[config.mk]
export PLATFORM = sky130hd
export DESIGN_NAME = rr_mux_8to1
export DESIGN_NICKNAME = d
export VERILOG_FILES = /design/src/rtl/mux8_pkg.sv /design/src/rtl/rr_arbiter8.sv /design/src/rtl/rr_mux_8to1.sv
export SDC_FILE = /design/constraint.sdc
export NUM_CORES = 1
export LEC_CHECK = 0
export BUFFER_PORTS_ARGS = -buffer_cell sky130_fd_sc_hd__buf_2
export CAP_MARGIN = 20
export CELL_PAD_IN_SITES_DETAIL_PLACEMENT = 0
export CELL_PAD_IN_SITES_GLOBAL_PLACEMENT = 2
export CORE_UTILIZATION = 30
export CTS_CLUSTER_DIAMETER = 30
export DETAILED_ROUTE_END_ITERATION = 8
export PLACE_DENSITY = 0.91
export SLEW_MARGIN = 10
export SYNTH_ARGS = -nofsm -noshare
export SYNTH_HDL_FRONTEND = slang
export SYNTH_HIERARCHICAL = 1
export SYNTH_SLANG_ARGS = --single-unit
[constraint.sdc]
create_clock -name clk -period 6.6 [get_ports clk]
set_input_delay 0.33 -clock clk [delete_from_list [all_inputs] [get_ports clk]]
set_output_delay 0.33 -clock clk [all_outputs]
set_load 0.01 [all_outputs]
[src/rtl/mux8_pkg.sv]
// ---------------------------------------------------------------------------
// mux8_pkg - shared constants, select type and pointer helper for rr_mux_8to1
// rev 1.0
// ---------------------------------------------------------------------------
`default_nettype none

package mux8_pkg;

  localparam int NCH   = 8;
  localparam int SEL_W = 3;

  typedef logic [SEL_W-1:0] sel_t;

  // Successor of a channel index; the 3-bit width makes 7 wrap to 0.
  function automatic sel_t next_ptr(input sel_t cur);
    return sel_t'(cur + sel_t'(1));
  endfunction

endpackage

`default_nettype wire

[src/rtl/rr_arbiter8.sv]
// ---------------------------------------------------------------------------
// rr_arbiter8 - combinational rotate-priority search over 8 requests from ptr
// rev 1.0
// ---------------------------------------------------------------------------
`default_nettype none

module rr_arbiter8
  import mux8_pkg::*;
(
  input  logic [NCH-1:0] req,
  input  logic [2:0]     ptr,
  output logic [NCH-1:0] gnt_onehot,
  output logic [2:0]     gnt_idx,
  output logic           gnt_any
);

  sel_t idx;

  always_comb begin
    gnt_onehot = '0;
    gnt_idx    = '0;
    gnt_any    = 1'b0;
    idx        = '0;
    for (int k = 0; k < NCH; k++) begin
      idx = sel_t'(ptr + sel_t'(k));
      if (!gnt_any && req[idx]) begin
        gnt_any         = 1'b1;
        gnt_idx         = idx;
        gnt_onehot[idx] = 1'b1;
      end
    end
  end

endmodule

`default_nettype wire

[src/rtl/rr_mux_8to1.sv]
// ---------------------------------------------------------------------------
// rr_mux_8to1 - 8-to-1 round-robin stream collector with registered output;
// define MUX8_PKT_LOCK_EN to hold the grant until in_last.   rev 1.0
// ---------------------------------------------------------------------------
`default_nettype none

module rr_mux_8to1
  import mux8_pkg::*;
#(
  parameter int DATA_W = 8
) (
  input  logic                  clk,
  input  logic                  rst_n,
  input  logic [NCH-1:0]        in_valid,
  input  logic [NCH*DATA_W-1:0] in_data,
  output logic [NCH-1:0]        in_ready,
  output logic                  out_valid,
  input  logic                  out_ready,
  output logic [DATA_W-1:0]     out_data,
  output logic [2:0]            out_sel,
  input  logic [NCH-1:0]        in_last
);

  sel_t              ptr;
  logic              load;
  logic              take;
  logic              ptr_adv;
  logic [NCH-1:0]    req;
  logic [NCH-1:0]    gnt_onehot;
  logic [2:0]        gnt_idx;
  logic              gnt_any;
  logic [DATA_W-1:0] win_data;

  // The output register can accept a word when empty or drained this cycle.
  assign load     = !out_valid || out_ready;
  assign take     = rst_n && load && gnt_any;
  assign in_ready = take ? gnt_onehot : '0;
  assign win_data = in_data[int'(gnt_idx)*DATA_W +: DATA_W];

`ifdef MUX8_PKT_LOCK_EN
  logic locked;
  sel_t lock_ch;

  // While a packet is open only its channel may request, idle or not.
  always_comb begin
    req = in_valid;
    if (locked) begin
      req          = '0;
      req[lock_ch] = in_valid[lock_ch];
    end
  end

  assign ptr_adv = in_last[gnt_idx];

  always_ff @(posedge clk) begin
    if (!rst_n) begin
      locked  <= 1'b0;
      lock_ch <= '0;
    end else if (take) begin
      locked  <= !in_last[gnt_idx];
      lock_ch <= gnt_idx;
    end
  end
`else
  logic unused_last;

  assign req         = in_valid;
  assign ptr_adv     = 1'b1;
  assign unused_last = ^in_last;
`endif

  rr_arbiter8 u_arb (
    .req        (req),
    .ptr        (ptr),
    .gnt_onehot (gnt_onehot),
    .gnt_idx    (gnt_idx),
    .gnt_any    (gnt_any)
  );

  always_ff @(posedge clk) begin
    if (!rst_n) begin
      ptr <= '0;
    end else if (take && ptr_adv) begin
      ptr <= next_ptr(gnt_idx);
    end
  end

  always_ff @(posedge clk) begin
    if (!rst_n) begin
      out_valid <= 1'b0;
      out_data  <= '0;
      out_sel   <= '0;
    end else if (load) begin
      if (gnt_any) begin
        out_valid <= 1'b1;
        out_data  <= win_data;
        out_sel   <= gnt_idx;
      end else begin
        out_valid <= 1'b0;
      end
    end
  end

endmodule

`default_nettype wire
==> results of run 1 <==
-- where the power goes --
group / total, uW / switching [uW] / internal (uW)
combinational: 1770 / 959 / 813
sequential: 171 / 40.1 / 131
clock: 73.9 / 31.2 / 42.7
-- synth_stat cells, types with 6 or more instances --
master	count	share of area
and3_1	8	0.020
ha_1	7	0.035
nor2_1	9	0.013
a22oi_1	16	0.048
inv_1	6	0.0090
dfxtp_1	15	0.12
clkbuf_1	8	0.012
nor2b_1	8	0.020
buf_6	8	0.036
mux2_4	6	0.036
mux2_2	11	0.049
mux2i_1	49	0.20
nand2_1	18	0.027
o21ai_0	15	0.030
a21oi_1	15	0.030
a31oi_1	6	0.015
-- worst register-to-register path: cells and delay by family, from the launching register on --
family | cells | cell delay, ps
flops | 1 | 860
buf+inv | 2 | 610
simple gates | 4 | 1380
compound gates | 6 | 1550
fa+ha+maj | 1 | 790
-- registers in the layout (all words and copies together), names as in the netlist --
name       flops
out_valid      1
out_data       8
ptr            3
out_sel        3
-- worst max-delay path by stage --
stage / startpoint / end / slack [ps] / cells past startpoint
after floorplan: ptr[0]$_SDFFE_PN0P_ / out_data[3]$_SDFFE_PN0P_ / 2150 / 19
after global placement: ptr[1]$_SDFFE_PN0P_ / out_data[1]$_SDFFE_PN0P_ / 1390 / 13
after detailed placement: ptr[1]$_SDFFE_PN0P_ / out_data[1]$_SDFFE_PN0P_ / 1400 / 13
after CTS: ptr[1]$_SDFFE_PN0P_ / out_data[1]$_SDFFE_PN0P_ / 1370 / 13
after global routing: ptr[1]$_SDFFE_PN0P_ / out_data[4]$_SDFFE_PN0P_ / 870 / 13
final: ptr[1]$_SDFFE_PN0P_ / out_data[1]$_SDFFE_PN0P_ / 1290 / 13
-- area by class of cell --
cell class	count	area, sq um	share of cell area
clock buffers	4	45.0	0.0150
well taps	102	128	0.0426
multi-input cells	231	1980	0.660
inverters	7	26.3	0.00876
repair buffers	99	520	0.174
flip-flops and latches	15	300	0.100
-- layer usage --
| metal | wire (um) | share of wire | vias up | track usage |
|---|---|---|---|---|
| met2 | 3320 | 0.49 | 53 | 0.275 |
| met3 | 227 | 0.034 | 12 | 0.0187 |
| met1 | 3100 | 0.46 | 1153 | 0.206 |
| met5 | 0 | 0 | - | 0 |
| li1 | - | - | 1226 | - |
| met4 | 114 | 0.017 | 0 | 0.0244 |
-- cells by family after synthesis --
| logic type | after synthesis | synth area share |
|---|---|---|
| DFF | 15 | 0.120 |
| xor gates and xnor gates | 5 | 0.0205 |
| buffers and inverters | 30 | 0.0958 |
| muxes | 73 | 0.341 |
| AOI/OAI and AO/OA | 81 | 0.239 |
| adders and majority gates | 7 | 0.0349 |
| and+or+nand+nor | 65 | 0.149 |
-- metrics by stage --
step                      hold WS, ps   util  worst slack, ps  cell area, sq um  total power, uW
after floorplan                   484      -             2150              2510             1720
after detailed placement          500  0.375             1400              2950             1940
after CTS                         375  0.380             1370              3000             2030
final                             377  0.380             1290              3000             2020
after global routing              381  0.380              866              3000             2200
after global placement            492  0.375             1390              2950             1930
==> metrics.md, run 1 <==
| Metric | Value |
|---|---|
| Setup violators final | 0 |
| Sink Count | 15 |
| Detail Placement HPWL | 5400 um |
| Yosys warnings | 6 |
| Worst Path Buf+Inv | 2 |
| Main synth FF type | dfxtp_1 |
| PostCTS Resize Cnt | 0 |
| Layout cell share with drive strength beyond 1 | 0.388 |
| Vias post-DR | between 2,000 and 2,500 |
| Pwr per Cell Area | between 600 and 700 nW/um^2 |
| Core Region | 7890 sq um |
| # fillers | ~820 |
| Asr flop ratio synth | 0 |
| Worst path slowest cell | dfxtp_1 |
| Syn nets | roughly 370 |
| CP peak stage delay | 860 ps |
| Die ar. | a little under 9000 sq um |
| Commonest non-fill, non-tap cell in the layout | buf_2 |
| Mapped Avg Cell Area | around 9.1 sq um |
| Synth Instances | 276 |
| Cells after DPL | around 450 |
| Hold_buf cts | 0 |
| Worst-path clk slew | about 60 ps |
| CP Data Required Time | 6730 ps |
| Synth Register Bits | 15 |
| # diodes | 0 |
| Hold_sp | out_ready |
| Root Driver | clkbuf_8 |
| Ratio of final minimum period to clock period | 0.805 |
| Initial antenna violation count | 0 |
| Yosys cell types | 60 |
| Fin nets | between 400 and 500 |
| Die Y | 93.4 um |
| Postcts setup bufs | 0 |
| GR Overflow Total | 0 |
| Hold path depth | 3 |
| Die width | between 90 and 100 um |
| Vias/cell | approximately 5.3 |
| Reg2reg end | out_data[1]$_SDFFE_PN0P_ |
| Drt drc | 0 |
| Vias in the first global route | about 2,400 |
| R2R Setup Slk | around 1300 ps |
| Initial Util | 0.318 |
| Critical R2R Launch | ptr[1]$_SDFFE_PN0P_ |
| Final Hold Vio Count | 0 |
| Peak VDD IR | 0.260 mV |
| Post-DRT Antenna Nets | 0 |
| Post-synth EDFFs | 0 |
| Gpl congestion | 0.845 |
| Worst Hold End | out_valid$_SDFFE_PN0P_ |
| Fmax | about 0.19 GHz |
| Hold/Removal Path Class | in2reg |
| WL final | between 6000 and 7000 um |
| H-tree depth | 1 |
| Row cnt | 32 |
| # IOs | 103 |
| Iter 0 DRT Violations | 108 |
| Slew margin rel. | 0.443 |
| GRT Overall Usage | 0.156 |
| Pre-antenna DRT Iters | 4 |
| Crit-path cells | inv_1 -> ha_1 -> inv_1 -> a211oi_1 -> a221o_1 -> nor4b_4 -> nand2_1 -> o22ai_1 -> o21ai_0 -> nor2b_1 -> a22oi_1 -> nand2_1 -> a21oi_1 |
| Unrepaired setup endpoints after global routing | no |
| Max-Cap Viols | 0 |
| Clock latency on the worst-skew pair | roughly 250 ps |
| TritonCTS Buffers | 3 |
| Worst-Margin Slew | 834 ps |
| Largest net degree at the start of global routing | 35 |
| Most frequent cells in the layout | buf_2 (94), mux2i_1 (49), nand2_1 (18), a22oi_1 (16) |
| Clock period minus worst slack | ~5300 ps |
| Area growth syn-to-layout | 19.6% |
| Top cell family by delay on the critical path | compound AO/OA/AOI/OAI gates |
| PortBufs | 94 |
| Final max-slew violation count | 0 |
| Mean routed wirelength per cell | about 15 um |
| Register area share after synthesis | 0.120 |
| Synth Cell Area | 2510 sq um |
| Final Skew | around 2.8 ps |
| Worst path arrival time | 5440 ps |
| Leakage power | between 0.001 and 0.0015 uW |
| Status | complete, no violations |
| Worst-path fanout max | 17 |
| Startpoint Class | flip-flop |
| Final Instance Count excl. Fillers | around 460 |
| Max Buffers Root-to-Sink | 2 |
| Setup TNS | 0 ps |
| First-pass GRT wire length | roughly 11,000 um |
| R2R depth | 13 |
| CP Capture Type | flip-flop |
| CTS tree | yes |
| Critical setup path kind | reg2reg |
Note: power is estimated with default switching activity, not from simulation.
==> run 2: changes to the inputs <==
--- a/config.mk
+++ b/config.mk
@@ -5,14 +5,15 @@
 export SDC_FILE = /design/constraint.sdc
 export NUM_CORES = 1
 export LEC_CHECK = 0
+export ABC_AREA = 1
 export BUFFER_PORTS_ARGS = -buffer_cell sky130_fd_sc_hd__buf_2
 export CAP_MARGIN = 20
 export CELL_PAD_IN_SITES_DETAIL_PLACEMENT = 0
 export CELL_PAD_IN_SITES_GLOBAL_PLACEMENT = 2
-export CORE_UTILIZATION = 30
+export CORE_UTILIZATION = 24
 export CTS_CLUSTER_DIAMETER = 30
 export DETAILED_ROUTE_END_ITERATION = 8
-export PLACE_DENSITY = 0.91
+export PLACE_DENSITY = 0.87
 export SLEW_MARGIN = 10
 export SYNTH_ARGS = -nofsm -noshare
 export SYNTH_HDL_FRONTEND = slang
==> constraint.sdc (replaced) <==
create_clock -name clk -period 5 [get_ports clk]
set_input_delay 0.25 -clock clk [delete_from_list [all_inputs] [get_ports clk]]
set_output_delay 0.25 -clock clk [all_outputs]
set_load 0.01 [all_outputs]
==> run 2 against run 1 <==
Against the previous run:
- the run now ends with DRC left
- non-clock buffer count rose by 2
- wire length grew 47%
- synthesized cell count is 100% higher
- clock skew about the same
==> metrics.md, run 2 <==
| Metric | Value |
|---|---|
| Register area share after synthesis | 0.103 (was 0.120) |
| Area growth syn-to-layout | 18.4% (was 19.6%) |
| Initial Util | 0.251 (was 0.318) |
| Top post-synthesis cells by count | nand2_1 (164), nand3_1 (132), inv_1 (76) (was mux2i_1 (49), nand2_1 (18), a22oi_1 (16)) |
| Dominant cell type by area after synthesis | nand3_1 (was mux2i_1) |
| Vias in the first global route | 3,540 (was 2,351) |
| Slew margin rel. | 0.608 (was 0.443) |
| Synth Instances | 560 (was 276) |
| Die ar. | 12,600 sq um (was 8730 sq um) |
| Iter 0 DRT Violations | 147 (was 108) |
| Largest Register | out_data (unchanged) |
| Final Skew | 2.77 ps (was 2.76 ps) |
| H-tree depth | 1 (unchanged) |
| Synth Register Bits | 15 (unchanged) |
| Worst-Margin Slew | 588 ps (was 834 ps) |
| Worst-path fanout max | 16 (was 17) |
| Setup violators final | 0 (unchanged) |
| Mux cell area share after synthesis | 0 (was 0.341) |
| CP Capture Type | primary output (was flip-flop) |
| Postcts setup bufs | 0 (unchanged) |
| Sink Count | 15 (unchanged) |
| PortBufs | 94 (unchanged) |
| Fin nets | 724 (was 447) |
| Core Region | 11,600 sq um (was 7890 sq um) |
| CP Data Required Time | 4750 ps (was 6730 ps) |
| Hold_buf cts | 0 (unchanged) |
| Worst path arrival time | 4200 ps (was 5440 ps) |
| Most frequent cell after synthesis | nand2_1 (was mux2i_1) |
| Asr flop ratio synth | 0 (unchanged) |
| GR Overflow Total | 0 (unchanged) |
| GRT Overall Usage | 0.160 (was 0.156) |
| Critical setup path kind | reg2out (was reg2reg) |
| Worst-path clk slew | 50 ps (was 60 ps) |
| Max FFs per register | 8 (unchanged) |
| Largest net degree at the start of global routing | 35 (unchanged) |
| Final max-slew violation count | 0 (unchanged) |
| Main synth FF type | dfxtp_1 (unchanged) |
| Post-synth EDFFs | 0 (unchanged) |
| Root Driver | clkbuf_16 (was clkbuf_8) |
| PostCTS Resize Cnt | 0 (unchanged) |
| Synth top area share | 0.226 (was 0.196) |
| Unrepaired setup endpoints after global routing | no (unchanged) |
| Status | complete, but fails checks (was complete, no violations) |
| First-pass GRT wire length | 16,500 um (was 11,200 um) |
| Max Buffers Root-to-Sink | 2 (unchanged) |
| Post-DRT Antenna Nets | 0 (unchanged) |
| Detail Placement HPWL | 7850 um (was 5400 um) |
| Startpoint Class | flip-flop (unchanged) |
| Ratio of final minimum period to clock period | 0.889 |
| Layout cell share with drive strength beyond 1 | 0.215 (was 0.388) |
| Die width | 112 um (was 93.4 um) |
| Initial antenna violation count | 0 (unchanged) |
| Yosys cell types | 29 (was 60) |
| Mean routed wirelength per cell | 12.8 um (was 14.8 um) |
| Most frequent cells in the layout | nand2_1 (164), nand3_1 (132), buf_2 (94), inv_1 (76), nor2_1 (47) (was buf_2 (94), mux2i_1 (49), nand2_1 (18), a22oi_1 (16)) |
| Die Y | 112 um (was 93.4 um) |
| Placed cell areas | 3380 sq um (was 2950 sq um) |
| TritonCTS Buffers | 3 (unchanged) |
| Synth Area in XOR/XNOR | 0.0124 (was 0.0204) |
| Fmax | about 0.22 GHz |
| Vias post-DR | 3,637 (was 2,444) |
| Simple-gate share of the synthesized area | 0.629 (was 0.149) |
| Synth Cell Area | 2920 sq um (was 2510 sq um) |
| Final Instance Count excl. Fillers | 776 (was 458) |
| Syn nets | 650 (was 366) |
| Pre-antenna DRT Iters | 6 (was 4) |
| Vias/cell | 4.69 (was 5.34) |
| Failing checks | DRC |
| Synth top area cells | nand3_1 (23%), nand2_1 (21%), dfxtp_1 (10%), inv_1 (9.8%), nor2_1 (6.0%) (was mux2i_1 (20%), dfxtp_1 (12%), mux2_2 (4.9%), a22oi_1 (4.8%), buf_6 (3.6%)) |
| Synth Area in Compound Gates | 0.0261 (was 0.239) |
| Setup TNS | 0 ps (unchanged) |
| # IOs | 103 (unchanged) |
| Max-Cap Viols | 0 (unchanged) |
| CTS tree | yes (unchanged) |
| Clock period minus worst slack | approximately 4400 ps |
| WL final | 9960 um (was 6770 um) |
| Gpl congestion | 0.868 (was 0.845) |
| Hold/Removal Path Class | in2reg (unchanged) |
| Fin util | 0.298 (was 0.380) |
| Biggest regs | out_data (8), out_sel (3), ptr (3) (unchanged) |
| Drt drc | 2 (was 0) |
| Design area | 3460 sq um (was 3000 sq um) |
| Largest family of logic cells by synthesized area | simple AND/OR/NAND/NOR gates (was multiplexers) |
| Cells after DPL | 772 (was 454) |
| Yosys warnings | 6 (unchanged) |
| Mapped Avg Cell Area | 5.21 sq um (was 9.09 sq um) |
| Clock latency on the worst-skew pair | 240 ps (was 250 ps) |
| Final Hold Vio Count | 0 (unchanged) |
| Commonest non-fill, non-tap cell in the layout | nand2_1 (was buf_2) |
| Row cnt | 39 (was 32) |
| Area share of fa/ha/maj cells after synthesis | 0.0300 (was 0.0349) |
| # diodes | 0 (unchanged) |
==> run 2: layer usage <==
layer | vias up | track usage | part of all wire
met5 | - | 0 | 0
met4 | 0 | 0.0427 | 0.011
met3 | 10 | 0.0189 | 0.054
met2 | 112 | 0.292 | 0.48
met1 | 1594 | 0.199 | 0.46
li1 | 1921 | - | -
==> run 2: worst paths after layout <==
path,start,end,slack (ps),cells past startpoint
max,ptr[1]$_SDFFE_PN0P_,in_ready[7],550,15
min,out_ready,out_valid$_SDFFE_PN0P_,310,4
max reg2reg,ptr[1]$_SDFFE_PN0P_,out_data[5]$_SDFFE_PN0P_,750,20
min reg2reg,out_sel[0]$_SDFFE_PN0P_,out_sel[0]$_SDFFE_PN0P_,470,2
==> run 2: layout make-up <==
type                       instances  area, sq um
fill                            1383         8160
sequential                        15          300
multi-input combinational        425         2040
tap                              143          179
inverter                          88          338
timing repair buffer             101          523
clock inverter                     1         5.00
clock buffer                       3         75.1
==> run 2: worst max-delay path, stage by stage, from the launching register on <==
cell and delay [ps]:
dfxtp_1 600, inv_2 180, ha_1 560, inv_2 350, nand3_1 140, nand3_1 140
nand2_2 180, nor2_2 140, nand4_2 310, nor2_4 290, nand3b_1 140, nand2_2 330
nor2_1 160, inv_1 210, nor2_1 70, buf_2 140
==> run 2: kinds of logic after synthesis <==
group,after synthesis
simple gates,402
buf+inv,120
flops,15
compound gates,14
fa+ha+maj,7
xor+xnor,2
==> run 2: through the flow <==
step           hold slack [ps]  worst slack [ps]
4_1_cts                    312               498
5_1_grt                    348               130
2_1_floorplan              388              1990
3_5_place_dp               458               709
6_report                   310               555
3_3_place_gp               458               743
Power of run 2 is left out: the tool's default activity adds up to more than one toggle a clock period on the data nets, which glitch-free logic cannot reach.
==> run 3: changes to the inputs <==
--- a/config.mk
+++ b/config.mk
@@ -10,10 +10,12 @@
 export CAP_MARGIN = 20
 export CELL_PAD_IN_SITES_DETAIL_PLACEMENT = 0
 export CELL_PAD_IN_SITES_GLOBAL_PLACEMENT = 2
+export CORE_MARGIN = 2
 export CORE_UTILIZATION = 24
 export CTS_CLUSTER_DIAMETER = 30
 export DETAILED_ROUTE_END_ITERATION = 8
 export PLACE_DENSITY = 0.87
+export RECOVER_POWER = 50
 export SLEW_MARGIN = 10
 export SYNTH_ARGS = -nofsm -noshare
 export SYNTH_HDL_FRONTEND = slang
==> run 3 against run 2 <==
Against the previous run:
- the run now ends clean
- die area increased by 3.6%
- clock-buffer cell count unchanged
- wire length increased by 0.49%
- critical path type is now reg2reg
- register-to-register slack got worse by 20 ps
- clock skew increased by 2.0 ps
- non-clock buffer count increased by 3
- sequential share of layout area about the same
- core utilization decreased by 0.74 points
- critical path depth increased by 3
- global-route usage decreased by 0.39 points
- highest routed layer unchanged
==> metrics.md, run 3 (synthesized netlist as in run 2, its figures left out) <==
| Metric | Value |
|---|---|
| Pre-antenna DRT Iters | 5 (was 6) |
| CP peak stage delay | 730 ps (was 600 ps) |
| CP Capture Type | flip-flop (was primary output) |
| WL final | 10,000 um (was 9960 um) |
| Status | complete, no violations (was complete, but fails checks) |
| Critical R2R Launch | ptr[1]$_SDFFE_PN0P_ (unchanged) |
| Core Region | 12,000 sq um (was 11,600 sq um) |
| GRT Overall Usage | 0.156 (was 0.160) |
| Final Instance Count excl. Fillers | 783 (was 776) |
| Max-Cap Viols | 0 (unchanged) |
| Cells after DPL | 779 (was 772) |
| TritonCTS Buffers | 3 (unchanged) |
| Hold/Removal Path Class | in2reg (unchanged) |
| Vias in the first global route | 3,630 (was 3,540) |
| Hold_buf cts | 0 (unchanged) |
| Post-DRT Antenna Nets | 0 (unchanged) |
| Vias/cell | 4.74 (was 4.69) |
| CTS tree | yes (unchanged) |
| Worst-path clk slew | 50 ps (about the same) |
| Final Skew | 4.80 ps (was 2.77 ps) |
| Mean routed wirelength per cell | 12.8 um (about the same) |
| Sink Count | 15 (unchanged) |
| Reg2reg end | out_data[1]$_SDFFE_PN0P_ (was out_data[5]$_SDFFE_PN0P_) |
| Setup violators final | 0 (unchanged) |
| Die ar. | 13,100 sq um (was 12,600 sq um) |
| Crit. Startpoint | ptr[1]$_SDFFE_PN0P_ (unchanged) |
| # fillers | 1,381 (was 1,383) |
| Critical Path Sink | out_data[1]$_SDFFE_PN0P_ (was in_ready[7]) |
| Die width | 114 um (was 112 um) |
| Crit path top cell by count | nand3_1 |
| Clock latency on the worst-skew pair | 250 ps (was 240 ps) |
| Most frequent cells in the layout | nand2_1 (164), nand3_1 (132), buf_2 (82), inv_1 (77), nor2_1 (47) (was nand2_1 (164), nand3_1 (132), buf_2 (94), inv_1 (76), nor2_1 (47)) |
| Vias post-DR | 3,712 (was 3,637) |
| Largest Register | out_data (unchanged) |
| Initial antenna violation count | 0 (unchanged) |
| Critical setup path kind | reg2reg (was reg2out) |
| Worst path slowest cell | ha_1 (was dfxtp_1) |
| Ratio of final minimum period to clock period | 0.854 (was 0.889) |
| Drt drc | 0 (was 2) |
| R2R depth | 18 (was 20) |
| Layout cell share with drive strength beyond 1 | 0.198 (was 0.215) |
| Row cnt | 40 (was 39) |
| Biggest regs | out_data (8), out_sel (3), ptr (3) (unchanged) |
| Area growth syn-to-layout | 18.9% (was 18.4%) |
| Unrepaired setup endpoints after global routing | no (unchanged) |
| Max FFs per register | 8 (unchanged) |
| PortBufs | 94 (unchanged) |
| Setup TNS | 0 ps (unchanged) |
| Worst-path fanout max | 14 (was 16) |
| # diodes | 0 (unchanged) |
| Commonest non-fill, non-tap cell in the layout | nand2_1 (unchanged) |
| Gpl congestion | 0.887 (was 0.868) |
| Initial Util | 0.244 (was 0.251) |
| R2R Setup Slk | 730 ps (was 750 ps) |
| Final Hold Vio Count | 0 (unchanged) |
| GR Overflow Total | 0 (unchanged) |
| H-tree depth | 1 (unchanged) |
| Slew margin rel. | 0.618 (was 0.608) |
| # IOs | 103 (unchanged) |
| PostCTS Resize Cnt | 0 (unchanged) |
| Clock period minus worst slack | 4270 ps (was 4450 ps) |
| Die Y | 114 um (was 112 um) |
| First-pass GRT wire length | 16,600 um (was 16,500 um) |
| Max Buffers Root-to-Sink | 2 (unchanged) |
| Crit-path cells | inv_1 -> ha_1 -> nand3_1 -> nand3_1 -> nand2_2 -> nor2_2 -> nand4_2 -> nor2_4 -> nand4_1 -> nand3_1 -> buf_4 -> nand2_1 -> nand3_1 -> nand2_1 -> nand2_1 -> nand3_1 -> nand2_1 -> inv_1 (was inv_2 -> ha_1 -> inv_2 -> nand3_1 -> nand3_1 -> nand2_2 -> nor2_2 -> nand4_2 -> nor2_4 -> nand3b_1 -> nand2_2 -> nor2_1 -> inv_1 -> nor2_1 -> buf_2) |
| Postcts setup bufs | 0 (unchanged) |
| Root Driver | clkbuf_16 (unchanged) |
| Largest net degree at the start of global routing | 34 (was 35) |
| Worst-Margin Slew | 572 ps (was 588 ps) |
| Worst path arrival time | 4420 ps (was 4200 ps) |
| CP Data Required Time | 5150 ps (was 4750 ps) |
| Iter 0 DRT Violations | 160 (was 147) |
| Final max-slew violation count | 0 (unchanged) |
| Fin nets | 727 (was 724) |
| Startpoint Class | flip-flop (unchanged) |
| Fmax | 0.234 GHz (was 0.225 GHz) |
| Detail Placement HPWL | 7860 um (was 7850 um) |
-- run 3: layout make-up --
| class | instances | area (sq um) | share of cell area |
|---|---|---|---|
| repair buffers | 104 | 531 | 0.153 |
| multi-input cells | 425 | 2040 | 0.587 |
| well taps | 147 | 184 | 0.0530 |
| flip-flops and latches | 15 | 300 | 0.0865 |
| clock buffers | 3 | 75.1 | 0.0216 |
| clock inverters | 1 | 7.51 | 0.00216 |
| inverters | 88 | 338 | 0.0973 |
-- run 3: how the worst min path moves through the flow --
stage	start	slack [ps]	cells after the start	endpoint
after floorplan	rst_n	390	2	out_sel[1]$_SDFFE_PN0P_
after detailed placement	out_sel[0]$_SDFFE_PN0P_	460	2	out_sel[0]$_SDFFE_PN0P_
after CTS	out_ready	340	4	out_valid$_SDFFE_PN0P_
final	out_ready	330	4	out_valid$_SDFFE_PN0P_
after global placement	out_sel[0]$_SDFFE_PN0P_	460	2	out_sel[0]$_SDFFE_PN0P_
after global routing	rst_n	370	3	out_data[3]$_SDFFE_PN0P_
-- run 3: critical path, delay by kind of cell, from the launching register on --
kind          cells  cell delay, ps
fa+ha+maj         1             730
buf+inv           3             570
simple gates     14            2260
flops             1             580
-- run 3: stage by stage --
| step | utilization | setup slack (ps) | hold slack (ps) | cell area (sq um) |
|---|---|---|---|---|
| after floorplan | - | 1990 | 388 | 2920 |
| after global placement | 0.285 | 835 | 455 | 3400 |
| after detailed placement | 0.285 | 803 | 456 | 3400 |
| after CTS | 0.292 | 798 | 344 | 3490 |
| after global routing | 0.290 | 238 | 366 | 3470 |
| final | 0.290 | 731 | 330 | 3470 |
-- run 3: routing by layer --
| layer | wire length, um | GRT usage | part of all wire |
|---|---|---|---|
| met1 | 4250 | 0.189 | 0.42 |
| met2 | 4880 | 0.287 | 0.49 |
| met3 | 740 | 0.0212 | 0.074 |
| met4 | 143 | 0.0472 | 0.014 |
| met5 | 0 | 0 | 0 |
Power of run 3 is left out for the same reason.
